`src/rtl/control_sequencer.sv`:
```
// Microcoded control sequencer: steps through variable-length instructions,
// drives the external microcode ROM address and gates its control word onto the datapath.
module control_sequencer #(
   parameter int                  INSTR_W    = 8,
   parameter int                  STEP_W     = 3,
   parameter int                  FLAG_W     = 2,
   parameter int                  CTRL_W     = 16,
   parameter int                  END_BIT    = 0,
   parameter int                  FETCH_STEP = 1,
   parameter logic [INSTR_W-1:0]  HLT_OPCODE = '1,
   parameter logic [CTRL_W-1:0]   CTRL_IDLE  = '0,
   parameter logic [CTRL_W-1:0]   WR_MASK    = '0,
   parameter int                  IMM_LSB    = 3,
   parameter int                  IMM_W      = 3
) (
   input  logic                               i_clk,
   input  logic                               i_reset,
   input  logic [FLAG_W-1:0]                  i_flags,
   input  logic [INSTR_W-1:0]                 i_instruction,
   input  logic                               i_stall,
   input  logic                               i_singleStep,
   input  logic                               i_stepReq,
   input  logic [CTRL_W-1:0]                  i_ucode,
   output logic [FLAG_W+INSTR_W+STEP_W-1:0]   o_ucodeAddr,
   output logic [CTRL_W-1:0]                  o_ctrl,
   output logic [2:0]                         o_aluMode,
   output logic [INSTR_W-1:0]                 o_immediate,
   output logic                               o_fetch,
   output logic [STEP_W-1:0]                  o_step,
   output logic                               o_paused,
   output logic                               o_halted
);

   typedef enum logic [1:0] {
      RUN   = 2'd0,
      PAUSE = 2'd1,
      HALT  = 2'd2
   } seqState_e;

   localparam logic [STEP_W-1:0] MAX_STEP   = '1;
   localparam logic [STEP_W-1:0] FETCH_S    = STEP_W'(FETCH_STEP);
   localparam logic [STEP_W-1:0] HALT_STEP  = STEP_W'(FETCH_STEP + 1);

   seqState_e           state, stateNext;
   logic [STEP_W-1:0]   step, stepNext;
   logic [INSTR_W-1:0]  instr, instrNext;
   logic                isFetch;
   logic                instrEnd;
   logic [CTRL_W-1:0]   ctrlNext;
   logic                fetchNext;

   always_ff @(posedge i_clk) begin
      if (i_reset) begin
         state <= RUN;
         step  <= '0;
         instr <= '0;
      end else begin
         state <= stateNext;
         step  <= stepNext;
         instr <= instrNext;
      end
   end

   // The end bit only counts once the fetch step is behind us, so every
   // instruction is guaranteed to fetch; running off the top of the counter also ends it.
   always_comb begin
      isFetch  = (step == FETCH_S);
      instrEnd = (i_ucode[END_BIT] && (step > FETCH_S)) || (step == MAX_STEP);
   end

   always_comb begin
      stateNext = state;
      stepNext  = step;
      instrNext = instr;
      ctrlNext  = CTRL_IDLE;
      fetchNext = 1'b0;

      case (state)
         RUN: begin
            if (i_stall) begin
               ctrlNext = (i_ucode & ~WR_MASK) | (CTRL_IDLE & WR_MASK);
            end else begin
               ctrlNext = i_ucode;
               if (isFetch) begin
                  fetchNext = 1'b1;
                  instrNext = i_instruction;
                  if (i_instruction == HLT_OPCODE) begin
                     stateNext = HALT;
                     stepNext  = HALT_STEP;
                  end else begin
                     stepNext  = step + 1'b1;
                  end
               end else if (instrEnd) begin
                  stepNext = '0;
                  if (i_singleStep) begin
                     stateNext = PAUSE;
                  end
               end else begin
                  stepNext = step + 1'b1;
               end
            end
         end

         PAUSE: begin
            stepNext = '0;
            if (i_stepReq || !i_singleStep) begin
               stateNext = RUN;
            end
         end

         HALT: begin
            stateNext = HALT;
         end

         default: begin
            stateNext = RUN;
            stepNext  = '0;
         end
      endcase

      // Reset takes effect at the next edge, but the strobes go quiet immediately.
      if (i_reset) begin
         ctrlNext  = CTRL_IDLE;
         fetchNext = 1'b0;
      end
   end

   always_comb begin
      o_immediate              = '0;
      o_immediate[IMM_W-1:0]   = instr[IMM_LSB +: IMM_W];
   end

   assign o_ucodeAddr = {i_flags, instr, step};
   assign o_ctrl      = ctrlNext;
   assign o_fetch     = fetchNext;
   assign o_aluMode   = instr[2:0];
   assign o_step      = step;
   assign o_paused    = (state == PAUSE);
   assign o_halted    = (state == HALT);

endmodule
```
`config.mk`:
```
export PLATFORM = sky130hd
export DESIGN_NAME = control_sequencer
export DESIGN_NICKNAME = d
export VERILOG_FILES = /design/src/rtl/control_sequencer.sv
export SDC_FILE = /design/constraint.sdc
export NUM_CORES = 1
export LEC_CHECK = 0
export CORE_MARGIN = 2
export CORE_UTILIZATION = 31
export DETAILED_ROUTE_END_ITERATION = 16
export PLACE_DENSITY_LB_ADDON = 0.2
export SLEW_MARGIN = 15
export SYNTH_ARGS = -nofsm -noshare
export SYNTH_HDL_FRONTEND = slang
export SYNTH_SLANG_ARGS = --single-unit
export TNS_END_PERCENT = 10
```
`constraint.sdc`:
```
create_clock -name i_clk -period 2.1 [get_ports i_clk]
set_input_delay 0.525 -clock i_clk [delete_from_list [all_inputs] [get_ports i_clk]]
set_output_delay 0.525 -clock i_clk [all_outputs]
set_load 0.005 [all_outputs]
```
# Word level (Yosys, flattened, before mapping)
# Index checks and enable logic that the tools add are counted.
dict set report totals {
  ff_bits 13
  input_bits 31
  output_inout_bits 46
  elab_cells 43
}
dict set report classes {
  n_addsub 1
  magnitude_cmp 1
  n_eq_ne 10
  n_mux 18
  bitwise 2
  n_reduce_logical 8
}
# op count
set ops {}
lappend ops {{$mux 16} 2}
lappend ops {{$mux 2} 6}
lappend ops {{$mux 3} 4}
lappend ops {{$ne 3x3->1 const B} 3}
lappend ops {{$eq 8x8->1 const B} 1}
lappend ops {{$pmux 2 s3} 1}
lappend ops {{$pmux 3 s2} 1}
lappend ops {{$reduce_and 5->1} 1}
lappend ops {{$mux 1} 4}
lappend ops {{$add 3x1->3 const B} 1}
lappend ops {{$eq 3x1->1 const B} 1}
lappend ops {{$eq 3x3->1 const B} 1}
lappend ops {{$gt 3x1->1 const B} 1}
lappend ops {{$reduce_and 3->1} 1}
lappend ops {{$eq 2x1->1 const B} 1}
lappend ops {{$eq 2x2->1 const B} 1}
lappend ops {{$logic_not 2->1} 1}
lappend ops {{$logic_or 1x1->1} 2}
lappend ops {{$ne 2x1->1 const B} 1}
lappend ops {{$ne 2x2->1 const B} 1}
lappend ops {{$not 1->1} 2}
lappend ops {{$reduce_and 2->1} 1}
lappend ops {{$logic_and 1x1->1} 1}
lappend ops {{$logic_not 1->1} 1}

# Logic depth before layout (Yosys ltp)
# Gate-level depths: netlist of run 1.
dict set report logic_depth {
  depth_word 7
  depth_mapped 6
  ltp_nobuf 6
}

# Least setup slack after synthesis of run 1
# OpenSTA, ideal clock, no wires.
dict set report synth_path {
  path_type {register to output}
  from {register step[0] (netlist: o_step[0])}
  to {output o_fetch}
  t_arrival_ps 1292
  t_required_ps 1575
  path_slack_ps 283
  path_stages_with_launch 5
  path_buffers 0
  path_cell_list {dfxtp_1 > ha_1 > nand2b_1 > or4_1 > nor2_1}
}
dict set report synth_between {
  elab_chain_cells 5
}
# element line_no
set synth_rtl {}
lappend synth_rtl {{start: declaration} 45} ;# logic [STEP_W-1:0] step, stepNext;
lappend synth_rtl {{start signal: assignment} 59} ;# step <= stepNext;
lappend synth_rtl {{$eq 3x1->1} 67} ;# isFetch = (step == FETCH_S);
lappend synth_rtl {{$mux 1} 84} ;# if (isFetch) begin
lappend synth_rtl {{$mux 1} 80} ;# if (i_stall) begin
lappend synth_rtl {{$mux 1} 78} ;# case (state)
lappend synth_rtl {{$mux 1} 122} ;# if (i_reset) begin
lappend synth_rtl {{end: declaration} 28} ;# output logic o_fetch,
# Every way passes these cells.

# Final worst setup path of run 1
dict set report layout_path {
  from {input i_reset}
  to {output o_ctrl[13]}
}
dict set report layout_between {
  elab_chain_cells 1
}
# element line_no
set layout_rtl {}
lappend layout_rtl {{start: declaration} 17} ;# input logic i_reset,
lappend layout_rtl {{$mux 16} 122}
lappend layout_rtl {{end: declaration} 25} ;# output logic [CTRL_W-1:0] o_ctrl,
# Every way passes these cells.

==> results.py, run 1 <==
metrics = {
    "global_route": {
        "grt_pass1_vias": 960,
        "antenna_found_initial": 0,
        "grt_max_degree": 14,
        "grt_first_pass_wirelength_um": 4320,
        "grt-ovfl-total": 0,
        "grt.total_usage_pct": 16.4,
    },
    "floorplanning": {
        "die_w_um": 57.7,
        "die_area_um2": 3330,
        "die_y_um": 57.7,
        "placementRows": 19,
        "start_util_pct": 32.4,
        "io_pins": 77,
        "core_area_um2": 2760,
    },
    "worst_setup_path": {
        "critPathCaptureType": "output port",
        "crit_type": "in2out",
        "worst_path_max_delay_cell": "dlygate4sd2_1",
        "crit_path_frequent_cell": "buf_4",
        "crit_chain": "dlygate4sd2_1 > nor3_2 > buf_4 > buf_4 > and2_1 > clkdlybuf4s15_1",
        "startpoint_type": "primary input",
        "crit_buf_inv": 4,
        "slowest_delay_ns": 0.25,
        "cpLargestDelayFamily": "buffers and inverters",
        "crit_fanout": 5,
        "crit_arrival_ns": 1.49,
        "crit_required_ns": 1.57,
    },
    "finish": {
        "fin_cells": 210,
        "multi_input_area_um2": 513,
        "layout_common_cells": "clkdlybuf4s50_1 (48), buf_4 (17), and2_1 (16), nor2_1 (14)",
        "areaGrowthSynthToFinish_pct": 77.7,
        "layout_commonest_cell": "clkdlybuf4s50_1",
        "final_nets": 214,
        "fillers": 272,
        "regArea_um2": 265,
        "drive_gt1_share_pct": 26.3,
        "insertedDiodeCount": 0,
    },
    "synthesis": {
        "yosysUniqueCellTypes": 28,
        "synth_top_family_by_area": "simple AND/OR/NAND/NOR gates",
        "synth-edff-count": 0,
        "synth_compound_area_share_pct": 10.6,
        "syn_area_um2": 893,
        "synthSimpleGateAreaFrac_pct": 29.4,
        "synth_warnings": 0,
        "synthXorXnorAreaFrac_pct": 0,
        "ys_seq_area_share_pct": 29.1,
        "synth_ff_type": "dfxtp_1",
        "synth_async_sr_flop_share_pct": 0,
        "synth_fa_ha_area_share_pct": 4.20,
        "muxShareOfSynthArea_pct": 8.96,
        "syn_area_per_cell_um2": 8.43,
        "syn_inst": 106,
        "ys_ff_latch": 13,
    },
    "clock_tree": {
        "clkTransAtPathRegs_ns": 0.08,
        "cts_tree": "done",
        "cts_max_level": 1,
        "cts.sinks": 13,
        "clock_latency_ns": 0.27,
        "cts_buffers": 3,
        "clock_path_buffers": 2,
        "root_buffer": "clkbuf_4",
    },
    "pwr": {
        "p_switching_uw": 231,
        "ir_drop_uv": 374,
        "clkPwrFrac_pct": 19.4,
        "switching_share_pct": 29.2,
        "intPower_uw": 560,
        "leakage_nw": 0.677,
        "power.density_nw_per_um2": 498,
        "power.total_uw": 791,
        "p_seq_share_pct": 35.9,
        "p_comb_share_pct": 44.7,
    },
    "sta": {
        "fmax_ghz": 0.495,
        "period_needed_ns": 2.02,
        "slew_viol_final": 0,
        "min_period_over_period_pct": 96.2,
        "hold_viol_final": 0,
        "grt_setup_unrepaired": "yes",
        "setup_viol": 0,
        "finClkSkew_ns": 0.00763,
    },
    "route": {
        "firstDrtPassIters": 4,
        "vias": 952,
        "routed_wl_um": 2620,
        "postRouteAntennaNets": 0,
        "vias_per_cell": 4.53,
        "drt-initial-drc-count": 15,
        "wire_per_inst_um": 12.5,
        "drc": 0,
    },
    "status": {
        "outcome": "finished clean",
    },
    "worst_hold_path": {
        "hold_path_class": "reg2reg",
    },
    "placement": {
        "dp_cells": 200,
        "io_buffers": 67,
        "hpwl_um": 2130,
        "place.gp.congestion": 0.781,
    },
    "job": {
        "max_cap_viol_count": 0,
    },
}
synthesized netlist by cell type, types with 3 or more instances:
| master | n | area share (%) |
|---|---|---|
| nand2_1 | 4 | 1.7 |
| buf_4 | 17 | 14 |
| ha_1 | 3 | 4.2 |
| nand2b_1 | 4 | 2.8 |
| nor2_1 | 14 | 5.9 |
| mux2i_1 | 8 | 9.0 |
| and2_1 | 16 | 11 |
| dfxtp_1 | 13 | 29 |
kinds of logic (layout without fill, tap and decap cells):
group,after synthesis,after routing
flip-flops,13,13
buffers and inverters,22,91
adder cells (fa/ha/maj),3,3
other,1,5
AND/OR/NAND/NOR,46,46
AO/OA/AOI/OAI,13,13
multiplexers,8,8
repair_timing:
item                       4_1_cts  5_1_grt
pin swaps                        2        2
buffers inserted                 6        0
gates resized for setup         53       17
setup endpoints to repair       17       19
hold endpoints to repair         0        0
hold buffers                     0        0
cloned                           1        0
layout make-up:
type / count / area share [%]
Timing Repair Buffer: 85 / 46.4
Sequential cell: 13 / 16.7
Clock buffer: 4 / 1.65
Inverter: 2 / 0.473
Tap cell: 31 / 2.44
Multi-Input combinational cell: 75 / 32.3
final timing paths:
check	startpoint	to	slack (ns)	cells past startpoint
setup / recovery	i_reset	o_ctrl[13]	0.08	6
hold reg to reg	instr[6]$_SDFFE_PP0P_	instr[6]$_SDFFE_PP0P_	0.50	2
setup reg to reg	o_step[0]$_SDFFE_PP0P_	o_step[0]$_SDFFE_PP0P_	0.33	7
hold / removal	instr[6]$_SDFFE_PP0P_	instr[6]$_SDFFE_PP0P_	0.50	2
sequential cells by signal (all words and copies together) (netlist names):
name	cells
instr	8
o_step	3
state	2
worst register-to-register path: cells and delay by family (launching register included):
family          cells  cell delay (ns)
compound gates      4             0.82
fa+ha+maj           2             0.38
buf+inv             1             0.15
flops               1             0.34
power groups by stage:
stage / logic, mW / registers, mW / clock network (mW)
after CTS: 0.353 / 0.281 / 0.158
after floorplan: 0.152 / 0.293 / 0
after detailed placement: 0.351 / 0.285 / 0
after global placement: 0.347 / 0.284 / 0
after global routing: 0.385 / 0.287 / 0.179
final: 0.354 / 0.284 / 0.153
stage by stage:
step / setup TNS, ns / setup slack, ns / cell area (µm²) / hold slack (ns) / util, %
after global placement: -5.89 / -0.489 / 1560 / 0.473 / 56.6
after CTS: -0.0311 / -0.0311 / 1590 / 0.505 / 57.8
after floorplan: 0 / 0.283 / 908 / 0.485 / -
after detailed placement: -6.21 / -0.506 / 1560 / 0.486 / 56.6
final: 0 / 0.0808 / 1590 / 0.496 / 57.6
after global routing: -0.0364 / -0.0364 / 1590 / 0.533 / 57.6
layer usage:
metal | global-route usage [%] | vias up | routed length [µm]
li1 | - | 484 | -
met1 | 19.2 | 430 | 1070
met2 | 29.5 | 38 | 1330
met3 | 6.25 | 0 | 221
met4 | 1.33 | 0 | 0
met5 | 0 | - | 0
(Power assumes the default switching activity.)
==> run 2: changes to the inputs <==
Settings changed: CORE_MARGIN 2 to not set.
==> run 2 against run 1 <==
Worst setup slack worse by 0.063 ns. Core utilization increased by 1.7 points. Register-to-register slack about the same. Highest routed layer is now met4.
==> results.py, run 2 (synthesis gave the netlist of run 1 again) <==
metrics = {
    "status": {
        "outcome": "finished clean",
    },
    "worst_hold_path": {
        "worstHoldEndpoint": "instr[7]$_SDFFE_PP0P_",
        "hold_path_class": "reg2reg",
        "holdCritStartpoint": "instr[7]$_SDFFE_PP0P_",
        "hold_path_depth": 2,
    },
    "finish": {
        "layout_commonest_cell": "clkdlybuf4s50_1",
        "regMostFlops": "instr",
        "insertedDiodeCount": 0,
        "layout_common_cells": "clkdlybuf4s50_1 (48), and2_1 (16), buf_4 (16), nor2_1 (13), dfxtp_1 (9)",
        "largest_register_ff_count": 8,
        "drive_gt1_share_pct": 19.8,
        "final_nets": 212,
        "stdcell_area_um2": 1620,
        "areaGrowthSynthToFinish_pct": 81.5,
    },
    "sta": {
        "period_needed_ns": 2.08,
        "hold_viol_final": 0,
        "grt_setup_unrepaired": "yes",
        "setup_viol": 0,
        "layout_setup_ws_ns": 0.0178,
        "finClkSkew_ns": 0.00160,
        "fmax_ghz": 0.480,
        "slew_viol_final": 0,
        "min_period_over_period_pct": 99.2,
    },
    "clock_tree": {
        "cts_hold_buffers": 0,
        "cts_max_level": 1,
        "root_buffer": "clkbuf_4",
        "clkTransAtPathRegs_ns": 0.08,
        "clock_path_buffers": 2,
        "cts_buffers": 3,
        "cts_tree": "done",
        "clock_latency_ns": 0.27,
        "cts.sinks": 13,
    },
    "placement": {
        "place.gp.congestion": 0.834,
        "dpl_cell_area_um2": 1560,
        "hpwl_um": 2030,
        "io_buffers": 67,
        "dp_slack_ns": -0.478,
    },
    "floorplanning": {
        "die_area_um2": 3100,
        "die_y_um": 55.7,
        "placementRows": 19,
        "die_w_um": 55.7,
        "core_area_um2": 2730,
        "start_util_pct": 32.7,
        "io_pins": 77,
    },
    "worst_setup_path": {
        "r2r_start": "o_step[0]$_SDFFE_PP0P_",
        "crit_fanout": 2,
        "startpoint_type": "flip-flop",
        "crit_required_ns": 1.57,
        "reg2reg_slack_ns": 0.33,
        "crit_type": "reg2out",
        "r2r_cells": 7,
        "crit_arrival_ns": 1.56,
        "critPathCaptureType": "output port",
        "reg2reg_to": "o_step[0]$_SDFFE_PP0P_",
    },
    "route": {
        "wire_per_inst_um": 12.3,
        "vias": 963,
        "postRouteAntennaNets": 0,
        "drt-initial-drc-count": 5,
        "routed_wl_um": 2550,
        "firstDrtPassIters": 6,
        "vias_per_cell": 4.63,
        "drc": 0,
    },
    "pwr": {
        "power.density_nw_per_um2": 496,
        "ir_drop_uv": 308,
        "leakage_nw": 0.687,
    },
    "global_route": {
        "antenna_found_initial": 0,
        "grt.total_usage_pct": 17.0,
        "grt_max_degree": 14,
        "grt-ovfl-total": 0,
        "grt_pass1_vias": 944,
        "grt_first_pass_wirelength_um": 4170,
    },
    "job": {
        "max_cap_viol_count": 0,
    },
}
## run 2: changes by cell type in the layout (fill, tap and decap cells not counted), moves of 5 or more
cell	before	now
buf_2	9	4
clkbuf_2	5	0
clkdlybuf4s15_1	1	6
dlygate4sd2_1	3	8
## run 2: worst max path at each step
| stage | depth (start not counted) | to | startpoint |
|---|---|---|---|
| 5_1_grt | 6 | o_fetch | o_step[1]$_SDFFE_PP0P_ |
| 6_report | 6 | o_fetch | o_step[1]$_SDFFE_PP0P_ |
| 3_5_place_dp | 4 | o_fetch | i_stall |
| 2_1_floorplan | 4 | o_fetch | o_step[0]$_SDFFE_PP0P_ |
| 3_3_place_gp | 4 | o_fetch | i_stall |
| 4_1_cts | 4 | o_fetch | i_stall |
## run 2: final cells by class
type                       count  area [µm²]
timing repair buffer          83         763
fill                         246        1110
multi-input combinational     75         520
inverter                       2        7.51
clock buffer                   4        26.3
sequential                    13         265
tap                           31        38.8
## run 2: worst max-delay path, stage by stage, from the launching register on
cell and delay (ns):
dfxtp_2 0.33, inv_2 0.06, ha_4 0.14, nand2b_4 0.05, or4_4 0.48, nor2_2 0.10, buf_2 0.12
## run 2: layer usage
| layer | track usage (%) | share of wire [%] | vias up |
|---|---|---|---|
| met1 | 19.5 | 40 | 427 |
| met3 | 6.05 | 9.0 | 2 |
| met5 | 0 | 0 | - |
| met2 | 28.9 | 50 | 54 |
| li1 | - | - | 480 |
| met4 | 6.43 | 1.1 | 0 |
## run 2: power by group
group / switching, mW / internal, mW / total [mW]
clock: 0.0787 / 0.0735 / 0.152
combinational: 0.138 / 0.229 / 0.367
sequential: 0.0164 / 0.269 / 0.285
## run 2: through the flow
step	std cells	utilization, %	power (mW)	hold slack, ns	setup TNS [ns]
final	208	59.3	0.804	0.500	0
after floorplan	110	-	0.446	0.485	0
after global routing	208	59.3	0.858	0.551	-0.208
after global placement	200	57.1	0.629	0.476	-6.15
after CTS	207	58.1	0.783	0.507	-0.164
after detailed placement	200	57.1	0.634	0.489	-6.37
## run 2: what timing repair did
action,in CTS,in global routing
pin swaps,1,3
resized for setup,37,12
cloned,1,0
endpoints found under the setup margin,17,19
buffers inserted,2,1
